### src/rtl/peek_dump_ctrl.sv
// peek_dump_ctrl: walks core ids and word addresses through the debug peek port
// and streams each captured word out on a valid/ready interface.
module peek_dump_ctrl #(
   parameter int CORE_COUNT     = 9,
   parameter int WORDS_PER_CORE = 1024,
   parameter int ADDR_W         = 32,
   parameter int DATA_W         = 32,
   parameter int PEEK_LAT       = 1,
   localparam int ID_W          = $clog2(CORE_COUNT)
) (
   input  logic              clk,
   input  logic              rst,
   input  logic              start,
   input  logic              abort,
   input  logic [ID_W-1:0]   first_id,
   input  logic [ID_W-1:0]   last_id,
   output logic [ADDR_W-1:0] peek_address,
   output logic [ID_W-1:0]   peek_id,
   input  logic [DATA_W-1:0] peek_data,
   output logic              out_valid,
   input  logic              out_ready,
   output logic [DATA_W-1:0] out_data,
   output logic [ID_W-1:0]   out_id,
   output logic [ADDR_W-1:0] out_addr,
   output logic              out_last,
   output logic              busy,
   output logic              done,
   output logic              err
);
   typedef enum logic [1:0] {IDLE, WAIT, OUT} state_t;
   localparam logic [ADDR_W-1:0] ADDR_MAX = ADDR_W'(WORDS_PER_CORE - 1);
   state_t            state, state_n;
   logic [2:0]        cnt, cnt_n;
   logic [ADDR_W-1:0] peek_address_n, out_addr_n;
   logic [ID_W-1:0]   peek_id_n, out_id_n, last_q, last_n;
   logic [DATA_W-1:0] out_data_n;
   logic              done_n, err_n, legal, wrap;
   assign legal     = first_id <= last_id && int'(last_id) < CORE_COUNT;
   assign wrap      = peek_address == ADDR_MAX;
   assign out_valid = state == OUT;
   assign busy      = state != IDLE;
   assign out_last  = out_valid && out_id == last_q && out_addr == ADDR_MAX;
   always_comb begin
      state_n        = state;
      cnt_n          = cnt;
      peek_address_n = peek_address;
      peek_id_n      = peek_id;
      out_data_n     = out_data;
      out_id_n       = out_id;
      out_addr_n     = out_addr;
      last_n         = last_q;
      done_n         = 1'b0;
      err_n          = 1'b0;
      if (state == IDLE) begin
         if (start && legal) begin
            state_n        = WAIT;
            cnt_n          = '0;
            peek_address_n = '0;
            peek_id_n      = first_id;
            last_n         = last_id;
         end else if (start) begin
            err_n = 1'b1;
         end
      end else if (abort) begin
         state_n = IDLE;
      end else if (state == WAIT) begin
         cnt_n = cnt + 3'd1;
         if (cnt == 3'(PEEK_LAT - 1)) begin
            state_n    = OUT;
            out_data_n = peek_data;
            out_id_n   = peek_id;
            out_addr_n = peek_address;
         end
      end else if (out_ready) begin
         // the peek port is only re-addressed here, on the way back into WAIT
         if (out_last) begin
            state_n = IDLE;
            done_n  = 1'b1;
         end else begin
            state_n        = WAIT;
            cnt_n          = '0;
            peek_address_n = wrap ? '0 : peek_address + 1'b1;
            peek_id_n      = wrap ? peek_id + 1'b1 : peek_id;
         end
      end
   end
   always_ff @(posedge clk) begin
      if (rst) begin
         state        <= IDLE;
         cnt          <= '0;
         peek_address <= '0;
         peek_id      <= '0;
         out_data     <= '0;
         out_id       <= '0;
         out_addr     <= '0;
         last_q       <= '0;
         done         <= 1'b0;
         err          <= 1'b0;
      end else begin
         state        <= state_n;
         cnt          <= cnt_n;
         peek_address <= peek_address_n;
         peek_id      <= peek_id_n;
         out_data     <= out_data_n;
         out_id       <= out_id_n;
         out_addr     <= out_addr_n;
         last_q       <= last_n;
         done         <= done_n;
         err          <= err_n;
      end
   end
endmodule

### config.mk
export PLATFORM = sky130hd
export DESIGN_NAME = peek_dump_ctrl
export DESIGN_NICKNAME = d
export VERILOG_FILES = /design/src/rtl/peek_dump_ctrl.sv
export SDC_FILE = /design/constraint.sdc
export NUM_CORES = 1
export LEC_CHECK = 0
export ABC_AREA = 1
export CELL_PAD_IN_SITES_DETAIL_PLACEMENT = 0
export CELL_PAD_IN_SITES_GLOBAL_PLACEMENT = 1
export CORE_MARGIN = 3
export CORE_UTILIZATION = 25
export CTS_CLUSTER_DIAMETER = 40
export DETAILED_ROUTE_END_ITERATION = 7
export GPL_ROUTABILITY_DRIVEN = 0
export HOLD_SLACK_MARGIN = 0.15
export PLACE_DENSITY = 0.75
export REMOVE_ABC_BUFFERS = 1
export SYNTH_ARGS = -nofsm -noshare
export SYNTH_HDL_FRONTEND = slang
export SYNTH_SLANG_ARGS = --single-unit
### constraint.sdc
create_clock -name clk -period 5.1 [get_ports clk]
set_input_delay 1.02 -clock clk [delete_from_list [all_inputs] [get_ports clk]]
set_output_delay 1.02 -clock clk [all_outputs]
set_load 0.03 [all_outputs]
# Word-level counts from Yosys, hierarchy flattened
# Index checks and enable logic that the tools add are counted.
[totals]
register_bits = 115
in_bits = 45
out_inout_bits = 109
word_cells = 77
[classes]
n_addsub = 3
order_cmp = 2
n_eq_ne = 11
n_mux = 29
bitwise = 3
n_reduce_logical = 19
[op_table]
columns = ["cell", "n"]
rows = [
  ["2-to-1 mux 32 bit", 7],
  ["equality test 32 x 10 -> 1 bit (second input constant)", 2],
  ["adder 32 x 1 -> 32 bit (second input constant)", 1],
  ["2-to-1 mux 4 bit", 7],
  ["2-to-1 mux 3 bit", 6],
  ["2-to-1 mux 2 bit", 6],
  ["AND reduction 4 bit", 2],
  ["inequality test 2 x 1 -> 1 bit (second input constant)", 3],
  ["AND reduction 6 bit", 1],
  ["nonzero test 2 bit", 3],
  ["AND reduction 5 bit", 1],
  ["OR reduction 5 bit", 1],
  ["adder 4 x 1 -> 4 bit (second input constant)", 1],
  ["equality test 4 bit", 1],
  ["less-or-equal comparator 4 bit", 1],
  ["logical AND 1 bit", 4],
  ["less-than comparator 4 bit (second input constant)", 1],
  ["inequality test 4 x 3 -> 1 bit (second input constant)", 1],
  ["nonzero test 4 bit", 1],
  ["adder 3 x 1 -> 3 bit (second input constant)", 1],
  ["zero test 3 bit", 1],
  ["2-to-1 mux 1 bit", 3],
  ["inequality test 3 x 1 -> 1 bit (second input constant)", 1],
  ["inverter 1 bit", 3],
  ["other kinds (8)", 8],
]

# Longest topological paths before layout
# Gate-level depths: netlist of run 1.
[depth]
word_depth = 8
mapped_depth = 16

# Least setup slack after synthesis of run 1
# No wires, ideal clock.
[synth_path]
path_type = "input port to flip-flop"
startpoint = "input last_id[3]"
endpoint = "register peek_address[26]"
setup_time_ns = 0.114
arrival_time_ns = 2.296
slack_ns = 2.690
path_stages = 15
path_cell_list = "inv_1 > ha_1 > nand2_1 > inv_1 > nand2_1 > nand2_1 > nand2_1 > nand3_4 > nand2_2 > inv_2 > nor2_4 > buf_6 > nand2_1 > nand2_1 > nor2_1"
[synth_between]
elab_chain_cells = 5
word_cells_on_any_way = 6
classes_between = "order compare: 2; eq/ne: 1; reduce/logical: 3"
[synth_rtl]
columns = ["element", "line_no", "source"]
rows = [
  ["start: declaration", "16", "input logic [ID_W-1:0] last_id,"],
  ["less-or-equal comparator 4 bit / less-than comparator 4 bit (equally long branches)", "38", "assign legal = first_id <= last_id && int'(last_id) < CORE_COUNT;"],
  ["logical AND 1 bit (*)", "38", ""],
  ["logical AND 1 bit (*)", "55", "if (start && legal) begin"],
  ["inequality test 2 x 1 -> 1 bit (no line) (*)", "--", ""],
  ["AND reduction 5 bit (no line) (*)", "--", ""],
  ["end signal: assignment", "102", "peek_address <= peek_address_n;"],
  ["end: declaration", "17", "output logic [ADDR_W-1:0] peek_address,"],
]
# Mark *: on every way between the ends. The rest lies on a longest branch, timed or not.
# A chain may end at the register's enable or synchronous reset.

# Worst setup path after layout of run 1
[layout_path]
startpoint = "register out_addr[10]"
endpoint = "output out_last"
[layout_between]
elab_chain_cells = 2
[layout_rtl]
columns = ["element", "line_no", "source"]
rows = [
  ["start: declaration", "24", "output logic [ADDR_W-1:0] out_addr,"],
  ["start signal: assignment", "106", "out_addr <= out_addr_n;"],
  ["equality test 32 x 10 -> 1 bit", "42", "assign out_last = out_valid && out_id == last_q && out_addr == ADDR_MAX;"],
  ["logical AND 1 bit", "42", ""],
  ["end: declaration", "25", "output logic out_last,"],
]
# Every way passes these cells.

==> results of run 1 <==
## layout by cell type (no fill, tap or decap), types with 2 or more instances in the layout
cell type,n
o21ai_1,4
clkbuf_16,17
nor3b_1,2
clkinv_4,3
nor2_4,2
clkinv_2,4
buf_4,4
nand4_1,6
clkbuf_8,3
o21ai_0,88
nand2_2,2
clkdlybuf4s50_1,153
nand2_1,160
ha_1,8
dfxtp_1,115
inv_1,69
a21oi_1,57
o21bai_1,2
bufinv_16,2
nor3_1,13
nand3_1,39
xor2_1,11
nor2_2,5
nor2_1,217
inv_2,4
clkinvlp_4,2
nand2_4,2
## tightest hold or removal path, stage by stage (launching register included)
cell and delay, ps:
dfxtp_1 310, inv_1 50, a21oi_1 50
## kinds of logic after synthesis
kind of cell    count (synthesis)  share of synthesized area
compound gates                152                      0.137
xor+xnor                       12                     0.0188
fa+ha+maj                       8                     0.0179
buf+inv                       110                     0.0828
flops                         115                      0.412
mux                             1                    0.00179
simple gates                  451                      0.329
## flip-flops by register name, summed over array words and instances, names as in the netlist
register	cells
out_id	4
last_q	4
cnt	3
state	2
out_addr	32
err	1
done	1
peek_id	4
out_data	32
peek_address	32
## worst paths after layout
kind | from | endpoint | slack [ps] | cells past startpoint
setup / recovery | out_addr[10] | out_last | 1820 | 6
setup reg to reg | peek_address[0] | peek_id[0] | 2660 | 12
hold reg to reg | last_q[2] | last_q[2] | 460 | 2
hold / removal | last_q[2] | last_q[2] | 460 | 2
## power groups by stage
stage / sequential, mW / combinational (mW) / clock (mW)
after floorplan: 1.14 / 0.217 / 0
after global placement: 1.04 / 0.556 / 0
after detailed placement: 1.04 / 0.557 / 0
after CTS: 1.02 / 0.559 / 1.23
after global routing: 1.03 / 0.612 / 1.28
final: 1.02 / 0.551 / 1.20
## through the flow
step | hold slack, ps | area, um2 | utilization | instances
after floorplan | 437 | 5410 | - | 813
after global placement | 451 | 7340 | 0.335 | 1251
after detailed placement | 452 | 7340 | 0.335 | 1251
after CTS | 461 | 7940 | 0.363 | 1283
after global routing | 499 | 7940 | 0.363 | 1283
final | 459 | 7940 | 0.363 | 1283
## metal layers
layer | track usage | part of all wire | vias to the layer above
li1 | - | - | 2990
met1 | 0.209 | 0.48 | 2596
met2 | 0.225 | 0.44 | 137
met3 | 0.0497 | 0.065 | 17
met4 | 0.0504 | 0.016 | 0
met5 | 0 | 0 | -
## cell type report
cell class	count	area (um2)
flip-flops and latches	115	2300
clock buffers	20	467
well taps	280	350
inverters	74	278
clock inverters	12	130
fillers	2405	14000
repair buffers	158	1580
multi-input cells	624	2830
==> results_dict.tcl, run 1 <==
set metrics [dict create \
    clock_latency_ps 420 \
    finalWorstSetupSlack_ps 1820 \
    slowest_stage "clkdlybuf4s50_1" \
    area_growth_pct 42.0 \
    min_period_over_period 0.644 \
    critPathBufInv 1 \
    hold_viol 0 \
    dieHeight_um 156 \
    crit_path_start_kind "flip-flop" \
    routedWlPerCell_um 14.3 \
    seqPwrFrac 0.368 \
    grt.total_usage 0.152 \
    grt_pass1_wl_mm 29.0 \
    grt-ovfl-total 0 \
    vdd_drop_max_mv 0.237 \
    worst_setup_path_end_kind "output pin" \
    max_cap_violations 0 \
    drive_above_1_share 0.0538 \
    crit_family "simple AND/OR/NAND/NOR gates" \
    ctsResizeCount 0 \
    swShare 0.304 \
    cts_sinks 115 \
    power.density_nw_per_um2 349 \
    arrival_ps 2260 \
    clock_path_buffers 2 \
    hold_buffers 0 \
    path_cells "nor2_1 > nand3_1 > nor2_1 > nand3_1 > nor2_2 > clkdlybuf4s50_1" \
    wirelength_mm 18.3 \
    tightest_slew_ps 916 \
    p_sw_mw 0.842 \
    synth_edf_count 0 \
    cts-buffers-inserted 17 \
    dp_hpwl_mm 13.1 \
    required_ps 4080 \
    vias 5740 \
    p_total_mw 2.77 \
    synthArstFlopShare 0 \
    drtAntennaViolNets 0 \
    antenna_found_initial 0 \
    synth_largest_area_cell "dfxtp_1" \
    yosysWarnings 0 \
    path_class "reg2out" \
    clk_pin_slew_ps 60 \
    tns_ps 0 \
    htreeDepth 4 \
    timing.fmax_mhz 305 \
    synth.top_cell.area_share 0.412 \
    synth.most_common_cell "nor2_1" \
    chipWidth_um 156 \
    synth.distinct_cells 30 \
    numPortBuffers 153 \
    cp_max_fo 3 \
    slowest_delay_ps 690 \
    drt_first_pass_iters 5 \
    rsz0062_at_grt "false" \
    hold_class "reg2reg" \
    internal_power_mw 1.93 \
    p_comb_frac 0.199 \
    synth_ff_type "dfxtp_1" \
    status "completed" \
    vias_per_cell 4.47 \
    antenna_cells 0 \
    ys_seq_elements 115 \
    num_rows 54 \
    skew_ps 14.1 \
    root_buffer "clkbuf_16" \
    ios 154 \
    initial_utilization 0.255 \
    tritoncts "yes" \
    synthTopCellsByCount "217 x nor2_1, 160 x nand2_1, 115 x dfxtp_1" \
    syn_avg_cell_area_um2 6.58 \
    finalMaxSlewViolations 0 \
    grt_pass1_vias 5339 \
    setup_viol 0 \
    synthTopCellsByArea "dfxtp_1 41%, nor2_1 15%, nand2_1 11%" \
    syn_inst 849 \
    slew-limit-headroom 0.388 \
    place_ws_ps 1440 \
    postCtsSetupBuffers 0 \
    grt_max_degree 56 \
    drc 0 \
    fin_nets 1043 \
    clockPowerShare 0.433 \
    drt_iter0_markers 271 \
    synthesis.area_um2 5590 \
    yosysSeqAreaShare 0.412 \
    finalCriticalPeriod_ps 3280 \
    placeableCoreArea_um2 21900 \
    die-area_um2 24200 \
    power.leakage_nw 3.19 \
]
Note: power is estimated with default switching activity, not from simulation.
==> inputs of run 2 (changes only) <==
- PLACE_DENSITY: 0.75 -> 0.77
- clock period: 5.1 -> 3 ns (I/O delays scaled with it)
==> results_dict.tcl, run 2 (synthesized netlist as in run 1, its figures left out) <==
set metrics [dict create \
    status "completed" \
    grt_max_degree 94 \
    setup_viol 0 \
    slew-limit-headroom 0.446 \
    vias_per_cell 4.45 \
    routedWlPerCell_um 14.4 \
    top_regs "out_addr (32), out_data (32), peek_address (32)" \
    wirelength_mm 18.6 \
    ios 154 \
    area_growth_pct 44.0 \
    placeableCoreArea_um2 21900 \
    antenna_cells 0 \
    required_ps 2400 \
    root_buffer "clkbuf_16" \
    drt_first_pass_iters 4 \
    cts_sinks 115 \
    path_class "reg2out" \
    finalMaxSlewViolations 0 \
    startpoint "state[1]" \
    cp-endpoint "out_last" \
    skew_ps 15.8 \
    drt_iter0_markers 306 \
    tightest_slew_ps 830 \
    drive_above_1_share 0.0575 \
    chipWidth_um 156 \
    grt_pass1_vias 5532 \
    vdd_drop_max_mv 0.378 \
    dieHeight_um 156 \
    r2r-end "peek_id[2]" \
    rsz0062_at_grt "false" \
    clock_latency_ps 420 \
    hold_buffers 0 \
    worst_hold_slack_ps 472 \
    power.density_nw_per_um2 616 \
    finalCriticalPeriod_ps 2860 \
    antenna_found_initial 0 \
    cp_max_fo 4 \
    max_cap_violations 0 \
    crit_path_start_kind "flip-flop" \
    num_rows 54 \
    hold_viol 0 \
    initial_utilization 0.255 \
    arrival_ps 2260 \
    power.leakage_nw 3.23 \
    worst_setup_path_end_kind "output pin" \
    final_util 0.368 \
    cts-buffers-inserted 17 \
    dp_hpwl_mm 13.3 \
    tritoncts "yes" \
    reg2reg_depth 12 \
    grt-ovfl-total 0 \
    fin_nets 1048 \
    timing.fmax_mhz 350 \
    hold_class "reg2reg" \
    drtAntennaViolNets 0 \
    grt.total_usage 0.153 \
    tns_ps 0 \
    vias 5738 \
    ctsResizeCount 0 \
    htreeDepth 4 \
    clk_pin_slew_ps 60 \
    clock_path_buffers 2 \
    postCtsSetupBuffers 0 \
    final_common_cell "nor2_1" \
    grt_pass1_wl_mm 29.4 \
    drc 0 \
    numPortBuffers 153 \
    reg2reg_slack_ps 570 \
    regToRegStartpoint "peek_address[0]" \
    min_period_over_period 0.952 \
    layout.cells.most_common_list "217 x nor2_1, 160 x nand2_1, 153 x clkdlybuf4s50_1" \
    finalWorstSetupSlack_ps 144 \
    place_ws_ps 249 \
    die-area_um2 24200 \
]
==> run 2: final cells by class <==
cell class              instances  area [um2]
flip-flops and latches        115        2300
multi-input cells             624        2830
clock inverters                12         203
inverters                      74         278
repair buffers                163        1630
clock buffers                  20         457
well taps                     280         350
fillers                      2369       13800
==> run 2: worst min path at each step <==
stage | startpoint | endpoint | slack (ps) | depth (start not counted)
6_report | last_q[0] | last_q[0] | 470 | 2
4_1_cts | last_q[0] | last_q[0] | 470 | 2
3_5_place_dp | last_q[0] | last_q[0] | 460 | 2
2_1_floorplan | last_q[2] | last_q[2] | 440 | 2
3_3_place_gp | last_q[2] | last_q[2] | 450 | 2
5_1_grt | last_q[0] | last_q[0] | 500 | 2
==> run 2: power breakdown <==
| group | leakage [nW] | switching [mW] | internal, mW |
|---|---|---|---|
| Clock | 0.309 | 0.747 | 1.52 |
| Combinational | 1.99 | 0.588 | 0.369 |
| Sequential | 0.934 | 0.101 | 1.64 |
==> run 2: metrics by stage <==
stage               total power [mW]  instance area [um2]  cells
floorplan                       2.30                 5410    813
global placement                2.73                 7390   1256
detailed placement              2.73                 7390   1256
CTS                             5.03                 8050   1288
global route                    5.19                 8050   1288
finish                          4.96                 8050   1288
==> run 2: worst max-delay path: stages, from the launching register on <==
cell and delay, ps:
dfxtp_1 370, inv_2 80, nor2_2 160, nand2_1 70, nor2_1 170, nand3_1 140
nor2_2 150, clkdlybuf4s50_1 700
==> run 2: layer usage <==
metal / part of all wire / vias up / global-route usage
met2: 0.45 / 143 / 0.240
met4: 0.018 / 0 / 0.0542
met1: 0.46 / 2590 / 0.200
li1: - / 2983 / -
met3: 0.069 / 22 / 0.0466
met5: 0 / - / 0
==> inputs of run 3 (changes only) <==
- ABC_AREA: 1 -> not set
==> results_dict.tcl, run 3 <==
set metrics [dict create \
    clockPowerShare 0.522 \
    synthTopCellsByCount "168 x nand2_1, 115 x dfxtp_1, 95 x a21oi_1" \
    min_period_over_period 0.957 \
    cts-buffers-inserted 17 \
    syn_avg_cell_area_um2 7.74 \
    crit_family "simple AND/OR/NAND/NOR gates" \
    status "completed" \
    regToRegStartpoint "peek_address[1]" \
    grt_pass1_vias 4783 \
    wl_met3_mm 1.12 \
    vias_per_cell 4.80 \
    finalMaxSlewViolations 0 \
    synthesis.area_um2 5090 \
    reg2reg_depth 8 \
    cts_sinks 115 \
    p_comb_frac 0.076 \
    worst_hold_slack_ps 449 \
    yosysWarnings 0 \
    slew-limit-headroom 0.464 \
    grt_pass1_wl_mm 26.2 \
    crit_path_start_kind "flip-flop" \
    drt_iter0_markers 231 \
    drive_above_1_share 0.0824 \
    final_common_cell "nand2_1" \
    ys_seq_elements 115 \
    initial_utilization 0.258 \
    cp_max_fo 5 \
    grt_max_degree 71 \
    hold_path_end "out_data[16]" \
    min_path_cells 2 \
    wl_met1_mm 7.94 \
    seqPwrFrac 0.401 \
    required_ps 2400 \
    synthTopCellsByArea "dfxtp_1 45%, nand2_1 12%, a21oi_1 9.3%" \
    highest_layer "met4" \
    grt.total_usage 0.150 \
    critPathBufInv 2 \
    placeableCoreArea_um2 19700 \
    hold_viol 0 \
    instances_no_fill 1078 \
    hold_class "reg2reg" \
    dieHeight_um 149 \
    ios 154 \
    startpoint "out_addr[10]" \
    synth_largest_area_cell "dfxtp_1" \
    p_sw_mw 0.879 \
    die-area_um2 22100 \
    reg2reg_slack_ps 430 \
    syn_inst 658 \
    power.leakage_nw 2.52 \
    drc 0 \
    rsz0062_at_grt "false" \
    drtAntennaViolNets 0 \
    wirelength_mm 16.9 \
    vias 5173 \
    wl_met2_mm 7.48 \
    htreeDepth 4 \
    timing.fmax_mhz 348 \
    place_inst 1048 \
    synthArstFlopShare 0 \
    setup_viol 0 \
    clock_path_buffers 2 \
    tns_ps 0 \
    internal_power_mw 3.01 \
    synth.most_common_cell "nand2_1" \
    arrival_ps 2270 \
    hold_path.startpoint "out_data[16]" \
    fin_nets 855 \
    dp_hpwl_mm 11.7 \
    max_cap_violations 0 \
    skew_ps 11.9 \
    layout.cells.most_common_list "168 x nand2_1, 151 x clkdlybuf4s50_1, 115 x dfxtp_1" \
    synth.top_cell.area_share 0.452 \
    numPortBuffers 153 \
    tritoncts "yes" \
    antenna_cells 0 \
    power.density_nw_per_um2 516 \
    r2r-end "peek_address[25]" \
    tightest_slew_ps 803 \
    finalCriticalPeriod_ps 2870 \
    worst_setup_path_end_kind "output pin" \
    root_buffer "clkbuf_16" \
    hold_buffers 0 \
    path_class "reg2out" \
    slowest_stage "or4b_2" \
    drt_first_pass_iters 5 \
    clock_latency_ps 410 \
    top_regs "out_addr (32), out_data (32), peek_address (32)" \
    path_cells "or4b_2 > nor4_2 > nand4_1 > inv_2 > buf_12" \
    grt-ovfl-total 0 \
    synth_ff_type "dfxtp_1" \
    swShare 0.226 \
    vdd_drop_max_mv 0.345 \
    yosysSeqAreaShare 0.452 \
    antenna_found_initial 0 \
    area_growth_pct 47.9 \
    synth.distinct_cells 53 \
    chipWidth_um 149 \
    clk_pin_slew_ps 60 \
    slowest_delay_ps 700 \
    num_rows 51 \
    synth_edf_count 0 \
    routedWlPerCell_um 15.7 \
]
==> run 3: cell types whose count changed after synthesis, sizes merged, moves of 20 or more <==
cell	before	now
o211ai	0	20
o21ai	92	19
nand3	40	19
nor2	224	37
inv	73	15
a21oi	57	97
==> run 3: cell families (layout without fill, tap and decap cells) <==
| family | after synthesis | in the layout | share of synthesized area |
|---|---|---|---|
| AOI/OAI and AO/OA | 171 | 171 | 0.199 |
| xor gates and xnor gates | 4 | 4 | 0.00688 |
| adders and majority gates | 8 | 8 | 0.0197 |
| buffers and inverters | 62 | 217 | 0.0494 |
| DFF | 115 | 115 | 0.452 |
| muxes | 6 | 6 | 0.0120 |
| and+or+nand+nor | 292 | 292 | 0.261 |
==> run 3: how the worst max path moves through the flow <==
stage | end | cells past startpoint
2_1_floorplan | peek_id[0] | 7
3_3_place_gp | cnt[2] | 9
3_5_place_dp | cnt[2] | 9
4_1_cts | out_last | 5
5_1_grt | out_last | 5
6_report | out_last | 5
==> run 3: cell type report <==
| class | count | area (um2) |
|---|---|---|
| clock inverters | 10 | 134 |
| clock buffers | 20 | 457 |
| fillers | 2033 | 12200 |
| multi-input cells | 481 | 2550 |
| flip-flops and latches | 115 | 2300 |
| inverters | 16 | 60.1 |
| repair buffers | 171 | 1700 |
| well taps | 265 | 332 |
==> run 3: timing repair <==
item                       in CTS  in global routing
buffers inserted                0                  0
pin swaps                       1                  1
setup endpoints to repair       1                  1
gates resized for setup         1                  0
==> run 3: metal layers <==
metal | up-vias | track usage
li1 | 2587 | -
met1 | 2401 | 0.202
met2 | 162 | 0.223
met3 | 23 | 0.0489
met4 | 0 | 0.0563
met5 | - | 0
==> run 3: worst min-delay path: cells and delay by family, from the launching register on <==
family / cells / cell delay, ps
DFF: 1 / 300
and+or+nand+nor: 1 / 50
AOI/OAI and AO/OA: 1 / 50
==> run 3: stage by stage <==
| step | total power [mW] | setup WS (ps) | utilization | cell area [um2] |
|---|---|---|---|---|
| finish | 3.89 | 129 | 0.382 | 7540 |
| global route | 4.04 | 4.55 | 0.382 | 7540 |
| CTS | 3.93 | 76.0 | 0.382 | 7540 |
| detailed placement | 1.89 | 64.8 | 0.352 | 6940 |
| global placement | 1.89 | 99.0 | 0.352 | 6940 |
| floorplan | 1.72 | 175 | - | 4900 |
==> run 3: power groups by stage <==
stage | combinational [mW] | sequential, mW | clock [mW]
finish | 0.296 | 1.56 | 2.03
global route | 0.322 | 1.56 | 2.15
CTS | 0.299 | 1.56 | 2.07
detailed placement | 0.296 | 1.59 | 0
global placement | 0.297 | 1.59 | 0
floorplan | 0.104 | 1.62 | 0
